[src/rtl/gpio_cmd_pkg.sv]
// -----------------------------------------------------------------------------
// gpio_cmd_pkg
// Shared definitions for the GPIO command decoder: command codes carried in
// the control field of the micro's GPIO word, decoder state encodings, and
// bit positions of the fields in the incoming command word and the outgoing
// status word.
// -----------------------------------------------------------------------------
package gpio_cmd_pkg;

    // Default geometry; the top module exposes these as parameters.
    localparam int DEF_GPIO_D   = 32;
    localparam int DEF_NB_DATA  = 24;
    localparam int DEF_NB_ADDR  = 10;
    localparam int DEF_N_KWORDS = 3;

    // Control field codes (i_gpio[31:29]).
    localparam logic [2:0] CMD_KERNEL = 3'b000;
    localparam logic [2:0] CMD_LENGTH = 3'b001;
    localparam logic [2:0] CMD_IMAGE  = 3'b010;
    localparam logic [2:0] CMD_READ   = 3'b011;
    localparam logic [2:0] CMD_LAST   = 3'b100;

    // Decoder states; the encoding is visible to the micro in the status word.
    typedef enum logic [1:0] {
        ST_CONFIG  = 2'd0,
        ST_BUSY    = 2'd1,
        ST_READOUT = 2'd2
    } state_e;

    // Command word fields.
    localparam int CW_CTRL_MSB  = 31;
    localparam int CW_CTRL_LSB  = 29;
    localparam int CW_VALID_BIT = 28;
    localparam int CW_DATA_MSB  = 24;
    localparam int CW_DATA_LSB  = 1;
    localparam int CW_SRST_BIT  = 0;

    // Status word fields.
    localparam int SW_RDATA_MSB  = 23;
    localparam int SW_RDFLAG_BIT = 24;
    localparam int SW_STATE_LSB  = 25;
    localparam int SW_ACK_BIT    = 27;
    localparam int SW_ERR_BIT    = 28;

endpackage

[src/rtl/gpio_edge_detect.sv]
// -----------------------------------------------------------------------------
// gpio_edge_detect
// Rising-edge detector on a single level input. The history flop loads the
// live input during reset, so a level that is already high when reset is
// released is not reported as an edge.
// Ports:
//   i_clk    - system clock
//   i_reset  - synchronous active-high reset
//   i_d      - level input being watched
//   o_rise   - high in the cycle where i_d is 1 and was 0 on the previous edge
// -----------------------------------------------------------------------------
module gpio_edge_detect (
    input  logic i_clk,
    input  logic i_reset,
    input  logic i_d,
    output logic o_rise
);

    logic d_prev_q;
    logic d_prev_d;

    // Next value of the history flop is simply the current input level.
    always_comb begin
        d_prev_d = i_d;
    end

    // History register; reset loads the live input instead of clearing.
    always_ff @(posedge i_clk) begin
        if (i_reset) begin
            d_prev_q <= i_d;
        end else begin
            d_prev_q <= d_prev_d;
        end
    end

    assign o_rise = i_d & ~d_prev_q;

endmodule

[src/rtl/gpio_cmd_decoder.sv]
// -----------------------------------------------------------------------------
// gpio_cmd_decoder
// Turns the MicroBlaze GPIO output word into kernel loads, image length,
// image memory writes, a conv-core start pulse and result reads, and returns
// status plus read data on the GPIO input word.
// Ports:
//   i_CLK, i_reset          - clock, synchronous active-high reset
//   i_gpio                  - command word: [31:29] ctrl, [28] valid,
//                             [24:1] data, [0] soft reset
//   o_gpio                  - status: [23:0] read data, [24] rd_flag,
//                             [26:25] state, [27] ack, [28] err
//   o_kernel_*              - kernel word write port
//   o_img_length            - image length (columns-1)
//   o_mem_*                 - image memory write port
//   o_start                 - one-cycle start to the conv core
//   o_rd_req, o_rd_addr     - result read request
//   i_rd_data, i_rd_valid   - result read return
//   i_conv_done             - conv core finished pulse
//   o_soft_reset            - registered copy of i_gpio[0]
// -----------------------------------------------------------------------------
module gpio_cmd_decoder
    import gpio_cmd_pkg::*;
#(
    parameter int GPIO_D   = DEF_GPIO_D,
    parameter int NB_DATA  = DEF_NB_DATA,
    parameter int NB_ADDR  = DEF_NB_ADDR,
    parameter int N_KWORDS = DEF_N_KWORDS
) (
    input  logic               i_CLK,
    input  logic               i_reset,
    input  logic [GPIO_D-1:0]  i_gpio,
    output logic [GPIO_D-1:0]  o_gpio,
    output logic [NB_DATA-1:0] o_kernel_data,
    output logic               o_kernel_we,
    output logic [1:0]         o_kernel_idx,
    output logic [NB_ADDR-1:0] o_img_length,
    output logic [NB_DATA-1:0] o_mem_wdata,
    output logic               o_mem_we,
    output logic [NB_ADDR-1:0] o_mem_waddr,
    output logic               o_start,
    output logic               o_rd_req,
    output logic [NB_ADDR-1:0] o_rd_addr,
    input  logic [NB_DATA-1:0] i_rd_data,
    input  logic               i_rd_valid,
    input  logic               i_conv_done,
    output logic               o_soft_reset
);

    localparam logic [NB_ADDR-1:0] ADDR_MAX  = {NB_ADDR{1'b1}};
    localparam logic [1:0]         KIDX_LAST = 2'(N_KWORDS - 1);

    // Command word fields.
    logic [2:0]         ctrl;
    logic [NB_DATA-1:0] data;
    logic               srst;
    logic               valid_rise;
    logic [2:0]         unused_gpio_bits;

    assign ctrl             = i_gpio[CW_CTRL_MSB:CW_CTRL_LSB];
    assign data             = i_gpio[CW_DATA_MSB:CW_DATA_LSB];
    assign srst             = i_gpio[CW_SRST_BIT];
    assign unused_gpio_bits = i_gpio[27:25];

    gpio_edge_detect u_valid_edge (
        .i_clk   (i_CLK),
        .i_reset (i_reset),
        .i_d     (i_gpio[CW_VALID_BIT]),
        .o_rise  (valid_rise)
    );

    // Control state.
    state_e             state_q, state_d;
    logic [1:0]         kidx_q, kidx_d;
    logic [NB_ADDR-1:0] waddr_q, waddr_d;
    logic               full_q, full_d;
    logic               err_q, err_d;
    logic [NB_ADDR:0]   nwords_q, nwords_d;
    logic [NB_ADDR-1:0] raddr_q, raddr_d;
    logic               ack_q, ack_d;
    logic               rd_flag_q, rd_flag_d;
    logic [NB_DATA-1:0] rd_data_q, rd_data_d;
    logic               start_pend_q, start_pend_d;

    // Registered outputs.
    logic               soft_reset_q, soft_reset_d;
    logic [NB_ADDR-1:0] img_length_q, img_length_d;
    logic [NB_DATA-1:0] kernel_data_q, kernel_data_d;
    logic               kernel_we_q, kernel_we_d;
    logic [1:0]         kernel_idx_q, kernel_idx_d;
    logic [NB_DATA-1:0] mem_wdata_q, mem_wdata_d;
    logic               mem_we_q, mem_we_d;
    logic [NB_ADDR-1:0] mem_waddr_q, mem_waddr_d;
    logic               start_q, start_d;
    logic               rd_req_q, rd_req_d;
    logic [NB_ADDR-1:0] rd_addr_q, rd_addr_d;

    // Per-cycle command decisions.
    logic               do_kernel, do_image, do_last, do_read, leave_readout;
    logic [1:0]         kidx_cur;
    logic [NB_ADDR-1:0] waddr_cur;
    logic               full_cur;

    // Command decode and next-state computation for every register.
    always_comb begin
        state_d       = state_q;
        kidx_d        = kidx_q;
        waddr_d       = waddr_q;
        full_d        = full_q;
        err_d         = err_q;
        nwords_d      = nwords_q;
        raddr_d       = raddr_q;
        ack_d         = ack_q;
        rd_flag_d     = rd_flag_q;
        rd_data_d     = rd_data_q;
        start_pend_d  = 1'b0;
        soft_reset_d  = srst;
        img_length_d  = img_length_q;
        kernel_data_d = kernel_data_q;
        kernel_we_d   = 1'b0;
        kernel_idx_d  = kernel_idx_q;
        mem_wdata_d   = mem_wdata_q;
        mem_we_d      = 1'b0;
        mem_waddr_d   = mem_waddr_q;
        start_d       = start_pend_q;
        rd_req_d      = 1'b0;
        rd_addr_d     = rd_addr_q;
        do_kernel     = 1'b0;
        do_image      = 1'b0;
        do_last       = 1'b0;
        do_read       = 1'b0;
        leave_readout = 1'b0;
        kidx_cur      = kidx_q;
        waddr_cur     = waddr_q;
        full_cur      = full_q;

        if (srst) begin
            // Soft reset wipes everything the micro sees except the length.
            state_d       = ST_CONFIG;
            kidx_d        = 2'd0;
            waddr_d       = '0;
            full_d        = 1'b0;
            err_d         = 1'b0;
            nwords_d      = '0;
            raddr_d       = '0;
            ack_d         = 1'b0;
            rd_flag_d     = 1'b0;
            rd_data_d     = '0;
            kernel_data_d = '0;
            kernel_idx_d  = 2'd0;
            mem_wdata_d   = '0;
            mem_waddr_d   = '0;
            start_d       = 1'b0;
            rd_addr_d     = '0;
        end else begin
            case (state_q)
                ST_CONFIG: begin
                    if (ctrl == CMD_LENGTH) begin
                        img_length_d = data[NB_ADDR-1:0];
                    end else begin
                        img_length_d = img_length_q;
                    end
                    if (valid_rise) begin
                        case (ctrl)
                            CMD_KERNEL: do_kernel = 1'b1;
                            CMD_IMAGE:  do_image  = 1'b1;
                            CMD_LAST: begin
                                do_image = 1'b1;
                                do_last  = 1'b1;
                            end
                            default: do_kernel = 1'b0;
                        endcase
                    end else begin
                        do_kernel = 1'b0;
                    end
                end
                ST_BUSY: begin
                    if (i_conv_done) begin
                        state_d = ST_READOUT;
                        raddr_d = '0;
                    end else begin
                        state_d = ST_BUSY;
                    end
                end
                ST_READOUT: begin
                    if (ctrl == CMD_LENGTH) begin
                        img_length_d = data[NB_ADDR-1:0];
                    end else begin
                        img_length_d = img_length_q;
                    end
                    if (valid_rise) begin
                        case (ctrl)
                            CMD_READ: do_read = 1'b1;
                            CMD_KERNEL: begin
                                leave_readout = 1'b1;
                                do_kernel     = 1'b1;
                            end
                            CMD_IMAGE: begin
                                leave_readout = 1'b1;
                                do_image      = 1'b1;
                            end
                            default: do_read = 1'b0;
                        endcase
                    end else begin
                        do_read = 1'b0;
                    end
                end
                default: state_d = ST_CONFIG;
            endcase

            // Leaving readout restarts the load sequence; the command that
            // caused it then runs against the cleared pointers.
            if (leave_readout) begin
                state_d   = ST_CONFIG;
                kidx_cur  = 2'd0;
                waddr_cur = '0;
                full_cur  = 1'b0;
                kidx_d    = 2'd0;
                waddr_d   = '0;
                full_d    = 1'b0;
            end else begin
                state_d = state_d;
            end

            if (do_kernel) begin
                kernel_we_d   = 1'b1;
                kernel_data_d = data;
                kernel_idx_d  = kidx_cur;
                kidx_d        = (kidx_cur == KIDX_LAST) ? 2'd0 : kidx_cur + 2'd1;
            end else begin
                kernel_we_d = 1'b0;
            end

            // Once the top address has been written the pointer parks there
            // and later writes only raise err.
            if (do_image) begin
                if (full_cur) begin
                    err_d = 1'b1;
                end else begin
                    mem_we_d    = 1'b1;
                    mem_waddr_d = waddr_cur;
                    mem_wdata_d = data;
                    if (waddr_cur == ADDR_MAX) begin
                        full_d  = 1'b1;
                        waddr_d = waddr_cur;
                    end else begin
                        waddr_d = waddr_cur + {{(NB_ADDR-1){1'b0}}, 1'b1};
                    end
                end
            end else begin
                mem_we_d = 1'b0;
            end

            // Start follows the final image write by one cycle.
            if (do_last) begin
                start_pend_d = 1'b1;
                state_d      = ST_BUSY;
                nwords_d     = {1'b0, waddr_cur} + (NB_ADDR+1)'(1);
            end else begin
                start_pend_d = 1'b0;
            end

            if (do_read) begin
                rd_req_d  = 1'b1;
                rd_addr_d = raddr_q;
                rd_flag_d = 1'b0;
                if ({1'b0, raddr_q} == nwords_q - (NB_ADDR+1)'(1)) begin
                    raddr_d = '0;
                end else begin
                    raddr_d = raddr_q + {{(NB_ADDR-1){1'b0}}, 1'b1};
                end
            end else begin
                rd_req_d = 1'b0;
            end

            if (do_kernel || do_image || do_read) begin
                ack_d = ~ack_q;
            end else begin
                ack_d = ack_q;
            end

            // A returning read wins over a same-cycle request clearing the flag.
            if (i_rd_valid) begin
                rd_data_d = i_rd_data;
                rd_flag_d = 1'b1;
            end else begin
                rd_data_d = rd_data_d;
            end
        end
    end

    // State and output registers with synchronous reset.
    always_ff @(posedge i_CLK) begin
        if (i_reset) begin
            state_q       <= ST_CONFIG;
            kidx_q        <= 2'd0;
            waddr_q       <= '0;
            full_q        <= 1'b0;
            err_q         <= 1'b0;
            nwords_q      <= '0;
            raddr_q       <= '0;
            ack_q         <= 1'b0;
            rd_flag_q     <= 1'b0;
            rd_data_q     <= '0;
            start_pend_q  <= 1'b0;
            soft_reset_q  <= 1'b0;
            img_length_q  <= '0;
            kernel_data_q <= '0;
            kernel_we_q   <= 1'b0;
            kernel_idx_q  <= 2'd0;
            mem_wdata_q   <= '0;
            mem_we_q      <= 1'b0;
            mem_waddr_q   <= '0;
            start_q       <= 1'b0;
            rd_req_q      <= 1'b0;
            rd_addr_q     <= '0;
        end else begin
            state_q       <= state_d;
            kidx_q        <= kidx_d;
            waddr_q       <= waddr_d;
            full_q        <= full_d;
            err_q         <= err_d;
            nwords_q      <= nwords_d;
            raddr_q       <= raddr_d;
            ack_q         <= ack_d;
            rd_flag_q     <= rd_flag_d;
            rd_data_q     <= rd_data_d;
            start_pend_q  <= start_pend_d;
            soft_reset_q  <= soft_reset_d;
            img_length_q  <= img_length_d;
            kernel_data_q <= kernel_data_d;
            kernel_we_q   <= kernel_we_d;
            kernel_idx_q  <= kernel_idx_d;
            mem_wdata_q   <= mem_wdata_d;
            mem_we_q      <= mem_we_d;
            mem_waddr_q   <= mem_waddr_d;
            start_q       <= start_d;
            rd_req_q      <= rd_req_d;
            rd_addr_q     <= rd_addr_d;
        end
    end

    assign o_gpio        = {3'b000, err_q, ack_q, state_q, rd_flag_q, rd_data_q};
    assign o_kernel_data = kernel_data_q;
    assign o_kernel_we   = kernel_we_q;
    assign o_kernel_idx  = kernel_idx_q;
    assign o_img_length  = img_length_q;
    assign o_mem_wdata   = mem_wdata_q;
    assign o_mem_we      = mem_we_q;
    assign o_mem_waddr   = mem_waddr_q;
    assign o_start       = start_q;
    assign o_rd_req      = rd_req_q;
    assign o_rd_addr     = rd_addr_q;
    assign o_soft_reset  = soft_reset_q;

endmodule
[config.mk]
export PLATFORM = sky130hd
export DESIGN_NAME = gpio_cmd_decoder
export DESIGN_NICKNAME = d
export VERILOG_FILES = /design/src/rtl/gpio_cmd_pkg.sv /design/src/rtl/gpio_edge_detect.sv /design/src/rtl/gpio_cmd_decoder.sv
export SDC_FILE = /design/constraint.sdc
export NUM_CORES = 1
export LEC_CHECK = 0
export BUFFER_PORTS_ARGS = -buffer_cell sky130_fd_sc_hd__buf_2
export CORE_MARGIN = 10
export CORE_UTILIZATION = 40
export DETAILED_ROUTE_END_ITERATION = 8
export MAX_ROUTING_LAYER = met4
export PLACE_DENSITY_LB_ADDON = 0.2
export SLEW_MARGIN = 40
export SYNTH_ARGS = -nofsm -noshare
export SYNTH_HDL_FRONTEND = slang
export SYNTH_HIERARCHICAL = 1
export SYNTH_SLANG_ARGS = --single-unit
export TNS_END_PERCENT = 50
[constraint.sdc]
create_clock -name i_CLK -period 8.2 [get_ports i_CLK]
set_input_delay 0.82 -clock i_CLK [delete_from_list [all_inputs] [get_ports i_CLK]]
set_output_delay 0.82 -clock i_CLK [all_outputs]
set_load 0.02 [all_outputs]
==> results_dict.tcl <==
set metrics [dict create \
    wirelength_mm 16.5 \
    peakVddDrop_v 0.000120 \
    drive_gt1_share_pct 25.5 \
    clockBufferDepth 2 \
    required_ps 8480 \
    worst_pin_slew_ps 756 \
    critPathKind "in2reg" \
    met1_length_mm 7.73 \
    met2_wirelength_mm 7.57 \
    syn_avg_cell_area_um2 8.35 \
    final_nets 938 \
    p_per_area_nw_per_um2 208 \
    drc 0 \
    pwr-share-clk_pct 48.2 \
    critPathMaxFanout 15 \
    seqPwrFrac_pct 46.8 \
    dp_hpwl_mm 11.6 \
    synth_cells 731 \
    drt-initial-drc-count 356 \
    synth_top_cell_area_share_pct 49.2 \
    num_rows 45 \
    core-area_um2 15100 \
    die_h_um 144 \
    die_w_um 144 \
    track_usage_pct 16.5 \
    synth.most_common_cell "nand2_1" \
    multi_input_area_um2 2880 \
    fillCellCount 1520 \
    ys.flop_type "dfxtp_1" \
    cp.arrival_ps 3710 \
    crit_buf_inv 1 \
    port_buffers 170 \
    crit_family "simple AND/OR/NAND/NOR gates" \
    synth_edf_count 0 \
    place_area_um2 7040 \
    yosysWarningCount 6 \
    die_area_um2 20600 \
    switchingPower_uw 384 \
    fin_area_um2 7620 \
    p_int_uw 1200 \
    initial_core_util_pct 40.4 \
    gp_congestion 0.812 \
    ios 177 \
    start_kind "input port" \
    ctsResizeCount 0 \
    slew_headroom_pct 49.5 \
    worstSetupEndpointType "flop" \
    clock_skew_ps 6.34 \
    dp_cells 1044 \
    vias_per_cell 4.97 \
    wl_per_cell_um 15.3 \
    synthTopCellsByArea "dfxtp_1, nand2_1, a21oi_1" \
    syn_area_um2 6100 \
    setup-tns-final_ps 0 \
    stdcell_count 1076 \
    hold_viol_final 0 \
    hold_path_class "reg2reg" \
    synth.distinct_cells 55 \
    hold_buffers 0 \
    critPathSlowestCell "a311oi_4" \
    root_buffer "clkbuf_16" \
    maxSlewViolCount 0 \
    met3WireLength_um 910 \
    clk_pin_slew_ps 60 \
    worstPathCellList "buf_2 -> nor2b_4 -> nor3b_1 -> nand2_1 -> and2_1 -> ha_1 -> and3_1 -> and3_1 -> a311oi_4 -> nand2_1 -> xnor2_1 -> nor2_1" \
    cts_buffers 17 \
    ys_ff_latch 150 \
    area_growth_pct 24.9 \
    grt_pass1_wl_mm 26.6 \
    clock_sinks 150 \
    cts_tree "yes" \
    fin_crit_ps 3430 \
    highest_layer "met4" \
    final_antenna_net_count 0 \
    cp_slowest_stage_delay_ps 480 \
    diodes 0 \
    rsz0062_at_grt "false" \
    antenna_found_initial 0 \
    pwr-share-comb_pct 5.0 \
    cts_setup_buffers 0 \
    max_freq_mhz 291 \
    synth_largest_area_cell "dfxtp_1" \
    yosysSeqAreaShare_pct 49.2 \
    postSynth.asyncResetShare_pct 0 \
    finalCritPeriodShare_pct 41.8 \
    grt_overflow_total 0 \
    grt_pass1_vias 5102 \
    regArea_um2 3000 \
    htreeDepth 4 \
    p_leak_uw 0.00324 \
    clock_latency_ps 420 \
    dr.pass1.iters 4 \
    cap_violations 0 \
    vias 5344 \
    synth_common_cells "nand2_1, dfxtp_1, a21oi_1" \
    status "completed" \
    setup_viol 0 \
    grt_max_degree 95 \
    swShare_pct 24.3 \
]
-- stage by stage --
stage | hold WS [ps] | power [uW] | util (%) | setup slack, ps
global placement | 439 | 836 | 46.6 | 4360
detailed placement | 443 | 837 | 46.6 | 4360
CTS | 453 | 1600 | 50.5 | 4800
global route | 467 | 1640 | 50.5 | 4480
finish | 449 | 1580 | 50.5 | 4770
floorplan | 406 | 805 | - | 5030
-- area by class of cell --
cell class	instances	share of cell area (%)
clock buffer	18	5.76
multi-input combinational	525	37.8
timing repair buffer	177	11.9
sequential	150	39.4
inverter	4	0.197
tap	188	3.09
clock inverter	14	1.87
-- state kept, by name (all words and copies together) (netlist names), 2 cells and up --
register	count
o_mem_waddr	10
state_q	2
raddr_q	10
o_kernel_data	24
o_kernel_idx	2
o_img_length	10
rd_data_q	24
kidx_q	2
o_mem_wdata	24
o_rd_addr	10
waddr_q	10
nwords_q	11
-- worst register-to-register path, cell delays in order, from the launching register on --
cell,delay [ps]
dfxtp_1,320
nor2b_4,140
nor3b_1,340
nand2_1,400
and2_1,370
ha_1,240
and3_1,190
and3_1,280
a311oi_4,480
nand2_1,140
xnor2_1,160
nor2_1,50
-- cell usage in the layout, fill, tap and decap left out, types with 3 or more instances in the layout --
cell,instances
nor4_1,3
nand2_1,168
inv_1,4
o21ai_0,3
ha_1,3
or2_2,3
o22ai_1,4
xor2_1,10
clkinvlp_4,5
mux2i_1,34
dfxtp_1,150
nand3_1,9
inv_6,3
nand2b_1,7
and3_1,18
conb_1,3
nor2b_1,5
o31ai_1,3
nor3_1,9
nand4_1,9
buf_2,170
buf_4,6
xnor2_1,18
clkinv_4,3
and2_1,5
nor3b_1,3
clkbuf_16,17
a21oi_1,87
nor2_1,77
a211oi_1,5
nand3b_1,5
-- worst paths after layout --
path,start,to,slack (ps),cells after the start
max,i_gpio[28],waddr_q[2],4770,12
min,o_kernel_data[4],o_kernel_data[4],450,2
max reg2reg,u_valid_edge/d_prev_q,waddr_q[2],4960,11
min reg2reg,o_kernel_data[4],o_kernel_data[4],450,2
-- routing by layer --
layer,up-vias,GRT usage (%)
li1,2733,-
met1,2467,20.9
met2,125,24.6
met3,19,4.62
met4,0,6.07
met5,-,-
-- cell families (layout without fill, tap and decap cells) --
logic type | Yosys count | count (layout) | synth area share, %
other cells | 1 | 3 | 0.0615
buf+inv | 58 | 213 | 4.08
mux | 34 | 34 | 5.58
xor+xnor | 28 | 28 | 4.02
fa+ha+maj | 3 | 3 | 0.615
simple gates | 337 | 337 | 24.8
compound gates | 120 | 120 | 11.6
flops | 150 | 150 | 49.2
-- power by group through the flow --
| stage | Sequential [uW] | Combinational [uW] | Clock, uW |
|---|---|---|---|
| finish | 740 | 79.3 | 763 |
| global route | 741 | 88.2 | 807 |
| CTS | 740 | 80.6 | 780 |
| detailed placement | 756 | 80.4 | 0 |
| global placement | 756 | 79.4 | 0 |
| floorplan | 765 | 40.0 | 0 |
(Power assumes the default switching activity.)
